**src/rtl/valu_oprnd_issue.sv**
```systemverilog
// Operand issue stage for the VALU: mirrors A/B queue occupancy, pops operand pairs
// and presents them to the ALU over valid/ready. Optional macro: VALU_ISSUE_PIPE_EN.
module valu_oprnd_issue #(
    parameter int DATA_W = 32,
    parameter int QDEPTH = 5,
    parameter int VLEN_W = 6,
    localparam int CNT_W = $clog2(QDEPTH + 1)
) (
    input  logic              clk,
    input  logic              rstn,
    input  logic              start,
    input  logic [VLEN_W-1:0] vl,
    input  logic              enq_a,
    input  logic              enq_b,
    input  logic [DATA_W-1:0] data_a,
    input  logic [DATA_W-1:0] data_b,
    output logic              rd_a,
    output logic              rd_b,
    output logic [DATA_W-1:0] alu_a,
    output logic [DATA_W-1:0] alu_b,
    output logic              alu_valid,
    input  logic              alu_ready,
    output logic              alu_last,
    output logic              busy,
    output logic              done,
    output logic              err_ovf,
    output logic [1:0]        dbg_state,
    output logic [CNT_W-1:0]  dbg_cnt_a,
    output logic [CNT_W-1:0]  dbg_cnt_b
);

    // ALU handshake: a pair transfers on a rising edge where alu_valid && alu_ready;
    // once alu_valid is high, alu_a/alu_b/alu_last stay stable until that transfer.
    typedef enum logic [1:0] {
        IDLE  = 2'd0,
        REQ   = 2'd1,
        CAP   = 2'd2,
        ISSUE = 2'd3
    } state_t;

    state_t              state;
    logic [CNT_W-1:0]    cnt_a;
    logic [CNT_W-1:0]    cnt_b;
    logic [VLEN_W-1:0]   remaining;
    logic                can_read;
    logic                rd_fire;
    logic                start_acc;
    logic                full_a;
    logic                full_b;

    // The queue gives Write priority over Read, so never read during an enqueue.
    assign can_read  = (cnt_a != '0) && (cnt_b != '0) && !enq_a && !enq_b;
    assign start_acc = (state == IDLE) && start;
    assign full_a    = (cnt_a == CNT_W'(QDEPTH));
    assign full_b    = (cnt_b == CNT_W'(QDEPTH));

`ifdef VALU_ISSUE_PIPE_EN
    assign rd_fire = can_read &&
                     ((state == REQ) ||
                      ((state == ISSUE) && alu_ready && (remaining > VLEN_W'(1))));
`else
    assign rd_fire = can_read && (state == REQ);
`endif

    assign rd_a      = rd_fire;
    assign rd_b      = rd_fire;
    assign busy      = (state != IDLE);
    assign dbg_state = state;
    assign dbg_cnt_a = cnt_a;
    assign dbg_cnt_b = cnt_b;

    always_ff @(posedge clk or negedge rstn) begin
        if (!rstn) begin
            cnt_a <= '0;
        end else if (enq_a) begin
            if (!full_a) cnt_a <= cnt_a + CNT_W'(1);
        end else if (rd_fire) begin
            cnt_a <= cnt_a - CNT_W'(1);
        end
    end

    always_ff @(posedge clk or negedge rstn) begin
        if (!rstn) begin
            cnt_b <= '0;
        end else if (enq_b) begin
            if (!full_b) cnt_b <= cnt_b + CNT_W'(1);
        end else if (rd_fire) begin
            cnt_b <= cnt_b - CNT_W'(1);
        end
    end

    // A fresh overflow wins over the clear from an accepted start in the same cycle.
    always_ff @(posedge clk or negedge rstn) begin
        if (!rstn) begin
            err_ovf <= 1'b0;
        end else if ((enq_a && full_a) || (enq_b && full_b)) begin
            err_ovf <= 1'b1;
        end else if (start_acc) begin
            err_ovf <= 1'b0;
        end
    end

    always_ff @(posedge clk or negedge rstn) begin
        if (!rstn) begin
            state     <= IDLE;
            remaining <= '0;
            alu_a     <= '0;
            alu_b     <= '0;
            alu_valid <= 1'b0;
            alu_last  <= 1'b0;
            done      <= 1'b0;
        end else begin
            done <= 1'b0;
            case (state)
                IDLE: begin
                    if (start) begin
                        remaining <= vl;
                        if (vl == '0) begin
                            done <= 1'b1;
                        end else begin
                            state <= REQ;
                        end
                    end
                end
                REQ: begin
                    if (rd_fire) state <= CAP;
                end
                CAP: begin
                    alu_a     <= data_a;
                    alu_b     <= data_b;
                    alu_valid <= 1'b1;
                    alu_last  <= (remaining == VLEN_W'(1));
                    state     <= ISSUE;
                end
                ISSUE: begin
                    if (alu_ready) begin
                        remaining <= remaining - VLEN_W'(1);
                        alu_valid <= 1'b0;
                        alu_last  <= 1'b0;
                        if (remaining == VLEN_W'(1)) begin
                            done  <= 1'b1;
                            state <= IDLE;
                        end else if (rd_fire) begin
                            // only reachable with the pipelined issue path
                            state <= CAP;
                        end else begin
                            state <= REQ;
                        end
                    end
                end
                default: state <= IDLE;
            endcase
        end
    end

endmodule

```
**config.mk**
```make
export PLATFORM = sky130hd
export DESIGN_NAME = valu_oprnd_issue
export DESIGN_NICKNAME = d
export VERILOG_FILES = /design/src/rtl/valu_oprnd_issue.sv
export SDC_FILE = /design/constraint.sdc
export NUM_CORES = 1
export LEC_CHECK = 0
export ABC_AREA = 1
export CAP_MARGIN = 20
export CORE_AREA = 2 2 121 94
export DETAILED_ROUTE_END_ITERATION = 10
export DIE_AREA = 0 0 123 96
export MAX_ROUTING_LAYER = met4
export PLACE_DENSITY = 0.7
export SLEW_MARGIN = 20
export SYNTH_ARGS = -nofsm -noshare
export SYNTH_HDL_FRONTEND = slang
export SYNTH_SLANG_ARGS = --single-unit
```
**constraint.sdc**
```tcl
create_clock -name clk -period 1.8 [get_ports clk]
set_input_delay 0.36 -clock clk [delete_from_list [all_inputs] [get_ports clk]]
set_output_delay 0.36 -clock clk [all_outputs]
set_load 0.03 [all_outputs]
```
Yosys cells after proc, flatten, opt, wreduce, memory -nomap -nowiden
Cells that the tools add are included.
{"block": "word_totals", "output_inout_bits": 79, "ff_bits": 82, "wordCells": 78}
{"block": "op_classes", "n_eq_ne": 12, "mux": 26, "reduce_logical": 25, "n_addsub": 5}
{"operator": "3-bit two-way mux", "count": 6}
{"operator": "2-bit two-way mux", "count": 6}
{"operator": "6-bit two-way mux", "count": 2}
{"operator": "2-bit inequality test (second input constant)", "count": 6}
{"operator": "6-bit case mux with 2 select lines", "count": 1}
{"operator": "2-bit nonzero test", "count": 6}
{"operator": "2-bit case mux with 4 select lines", "count": 1}
{"operator": "1-bit logical AND", "count": 7}
{"operator": "1-bit two-way mux", "count": 7}
{"operator": "3-bit by 1-bit adder with 3-bit output (second input constant)", "count": 2}
{"operator": "3-bit == test (second input constant)", "count": 2}
{"operator": "6-bit by 1-bit == test with 1-bit output (second input constant)", "count": 1}
{"operator": "6-bit zero test", "count": 1}
{"operator": "1-bit case mux with 2 select lines", "count": 3}
{"operator": "2-bit AND reduction", "count": 3}
{"operator": "3-bit nonzero test", "count": 2}
{"operator": "3-bit by 1-bit subtractor with 3-bit output (second input constant)", "count": 2}
{"operator": "6-bit by 1-bit subtractor with 6-bit output (second input constant)", "count": 1}
{"operator": "2-bit == test (second input constant)", "count": 2}
{"operator": "4-bit AND reduction", "count": 1}
{"operator": "3-bit AND reduction", "count": 1}
{"operator": "2-bit by 1-bit == test with 1-bit output (second input constant)", "count": 1}
{"operator": "1-bit zero test", "count": 2}
{"operator": "2-bit zero test", "count": 1}
{"operator": "1-bit logical OR", "count": 1}

Logic depth before layout (Yosys ltp)
{"block": "logic_depth", "word_depth": 9, "ltp_mapped": 8}

Worst setup path before layout
OpenSTA, ideal clock, no wires.
{"block": "synth_timing", "path_type": "reg-to-output", "start": "reg state[1] (netlist: dbg_state[1])", "end": "out rd_b", "path_stages_with_launch": 6, "path_buffers": 1, "required_time_ns": 1.440, "arrival_time_ns": 1.431, "slack_ns": 0.009, "cell_sequence": "dfrtp_1 > inv_1 > ha_1 > nand4_1 > inv_1 > buf_4"}
{"block": "synth_between", "elab_chain_cells": 2}
{"element": "from (decl)", "line_no": "41", "rtl": "state_t state;"}
{"element": "from (signal assigned)", "line_no": "105", "rtl": "state <= IDLE;"}
{"element": "from (signal assigned)", "line_no": "121", "rtl": "state <= REQ;"}
{"element": "from (signal assigned)", "line_no": "126", "rtl": "if (rd_fire) state <= CAP;"}
{"element": "2-bit by 1-bit == test with 1-bit output", "line_no": "62", "rtl": "assign rd_fire = can_read && (state == REQ);"}
{"element": "1-bit logical AND", "line_no": "62"}
{"element": "to (decl)", "line_no": "18", "rtl": "output logic rd_b,"}
No other way between the ends.

Worst setup path in the final report
{"block": "layout_timing", "start": "reg alu_a[24]", "end": "out alu_a[24]"}
{"element": "from (decl)", "line_no": "19", "rtl": "output logic [DATA_W-1:0] alu_a,"}
{"element": "from (signal assigned)", "line_no": "129", "rtl": "alu_a <= data_a;"}
No word-level cell between the ends.

==> results.toml <==
[timing]
setup_viol = 0
holdWs_ns = 0.4679
skew_ns = 0.003205
worst_slack_ns = 0.05479
report.final.slew_viol_count = 0
rsz0062_at_grt = "false"
finalCriticalPeriod_ns = 1.745
post-route-period-util_pct = 96.96
fmax_mhz = 573.0
hold_violations = 0
worst_pin_slew_ns = 0.3469
maxSlewHeadroom_pct = 76.80

[yosys]
syn-num-nets = 495
postSynthRegisterBits = 82
syn-instance-count = 411
yosysWarnings = 0
yosysUniqueCellTypes = 30
yosysSeqAreaShare_pct = 58.30
synth_area_per_cell_um2 = 8.564
synthesis.area_um2 = 3520

[setup_path]
slowest_stage = "clkdlybuf4s50_1"
crit_fanout = 2
max_stage_delay_ns = 0.70
worstSetupPathType = "flop to output pin"
path_delay_family = "buffers and inverters"
critical_path_buf_inv_count = 1
cp.arrival_ns = 1.39
cp-end-kind = "output pin"
critical_path_required_ns = 1.44
path_cells = "clkdlybuf4s50_1"
critPathLaunchType = "flop"

[floorplan]
num_io_pins = 155
fp.dieW_um = 123
dieArea_um2 = 11810
core.rowCount = 33
core_area_um2 = 10650
start_util_pct = 33.04
die_y_um = 96

[clocking]
cts.clk_slew.worst_paths_ns = 0.06
cts_buffer_depth = 2
cts_tree = "done"
clock-sinks = 82
cts-root-buf = "clkbuf_16"
clk_latency_ns = 0.33
cts_buffers = 9
cts-htree-levels = 3

[route]
route.vias.total = 3208
dr.first_iter.drc_count = 115
postRouteAntennaNets = 0
wirelength_mm = 9.241
wl_per_cell_um = 12.85
drc = 0
viasPerCell = 4.462
firstDrtPassIters = 4

[cells_and_area]
num-fill-cells = 963
drive_above_1_share_pct = 7.945
nets = 658
area_growth_pct = 61.00
post-route-util_pct = 53.19
diodes = 0

[pwr]
p_total_uw = 11640
p_leak_uw = 0.002810
ir_drop_uv = 914.0
p_per_area_nw_per_um2 = 2054

[global_routing]
grt_max_degree = 65
track_usage_pct = 16.75
antenna_found_initial = 0
use_met2_pct = 25.64
use_met3_pct = 5.273
grt_pass1_wl_mm = 14.79
top_usage_layer = "met2"
grt_pass1_vias = 3121
met1_usage_pct = 20.88
overflow = 0

[outcome]
status = "complete, no violations"

[run]
max_cap_viol_count = 0

[place]
place.port_buffers = 154
place_hpwl_mm = 6.735
gp_congestion = 0.8360
pre_cts_slack_ns = -0.04459

[worst_hold_path]
holdCritPathClass = "primary input to async pin"
Yosys cell counts:
master | number | area [um^2]
a31oi_1 | 1 | 6.260
nand4_1 | 2 | 12.51
fa_1 | 2 | 40.04
a21oi_1 | 2 | 10.01
o21ai_1 | 4 | 20.02
xor2_1 | 4 | 35.03
ha_1 | 6 | 75.07
nand2_1 | 224 | 840.8
clkbuf_1 | 4 | 15.01
nor2_1 | 15 | 56.30
o21ai_0 | 12 | 60.06
nand3b_1 | 1 | 7.510
o221ai_1 | 1 | 8.760
o21ai_4 | 1 | 16.27
nand3_1 | 10 | 50.05
and2_1 | 1 | 6.260
nand2_2 | 1 | 6.260
o21a_1 | 1 | 7.510
xnor2_1 | 2 | 17.52
clkinv_2 | 1 | 5.000
o211ai_1 | 1 | 7.510
o22ai_1 | 1 | 6.260
buf_4 | 1 | 7.510
a21o_1 | 1 | 7.510
inv_4 | 1 | 6.260
nand2_4 | 1 | 11.26
inv_1 | 17 | 63.81
dfrtp_1 | 82 | 2052
buf_2 | 10 | 50.05
buf_6 | 1 | 11.26
layout by cell type (no fill, tap or decap), types with 3 or more instances in the layout:
master,Yosys,layout
xor2_1,4,4
nand3_1,10,10
clkdlybuf4s50_1,0,140
dfrtp_1,82,81
ha_1,6,3
o21ai_1,4,4
dlymetal6s2s_1,0,5
o21ai_0,12,12
clkbuf_16,0,9
nand2_1,224,224
dlygate4sd2_1,0,5
nor2_1,15,14
buf_4,1,13
bufinv_16,0,3
inv_2,0,3
inv_1,17,14
routing by layer:
layer  wire [um]  part of all wire (%)
met1        4112                    44
met2        4188                    45
met3         778                   8.4
met4         163                   1.8
met5           0                     0
per-stage QoR:
step	instances	TNS, ns	cell area, um^2
after floorplan	411	0	3520
after global placement	701	-0.01838	5260
after detailed placement	701	-0.1219	5260
after CTS	720	-0.02430	5643
after global routing	719	0	5667
final	719	0	5667
final cells by class:
class                      instances  area [um^2]  area share (%)
clock buffer                      10        239.0           4.217
clock inverter                     6        112.6           1.987
inverter                          19        75.07           1.325
multi-input combinational        294         1334           23.54
sequential                        82         2053           36.23
tap                              140        175.2           3.091
timing repair buffer             168         1678           29.61
power by group:
part           total [uW]  internal (uW)  switching, uW  leakage, uW
combinational        6180           2420           3760      0.00163
clock                2130           1400            728     0.000173
sequential           3330           2770            559      0.00100
sequential cells by signal (all words and copies together) (netlist names), 2 cells and up:
register and flops:
dbg_cnt_a 3, dbg_cnt_b 3, remaining 6, alu_b 32
dbg_state 2, alu_a 32
cell families after synthesis:
family,after synthesis,synth area share (%)
AOI/OAI and AO/OA,25,4.267
xor gates and xnor gates,6,1.493
adders and majority gates,8,3.271
buffers and inverters,35,4.515
DFF,82,58.30
and+or+nand+nor,255,28.16
worst reg2reg max path, cell delays in order, from the launching register on:
cell and delay, ns:
dfrtp_2 0.44, buf_4 0.16, ha_1 0.27, nand2_2 0.12
o21ai_0 0.08, nor2_1 0.18, nand2_1 0.09, nand2_1 0.06
o21ai_1 0.06
what timing repair did:
| item | CTS | global route |
|---|---|---|
| gates resized for setup | 10 | 10 |
| pin swaps | 0 | 1 |
| buffers inserted | 2 | 0 |
| hold endpoints to repair | 20 | 0 |
| setup endpoints to repair | 9 | 6 |
| gates cloned | 0 | 0 |
| hold buffers | 1 | 0 |
path summary, 6_finish.rpt:
kind / cells after the start / to / slack (ns) / from
setup / recovery: 1 / alu_a[24] / 0.05 / alu_a[24]
hold / removal: 2 / dbg_state[1] / 0.47 / rstn
setup reg to reg: 8 / dbg_state[1] / 0.22 / dbg_state[0]
hold reg to reg: 2 / alu_b[14] / 0.47 / alu_b[14]
max in group asynchronous: 3 / alu_a[27] / 0.78 / rstn
min in group clk: 2 / alu_b[14] / 0.47 / alu_b[14]
Note: power is estimated with default switching activity, not from simulation.
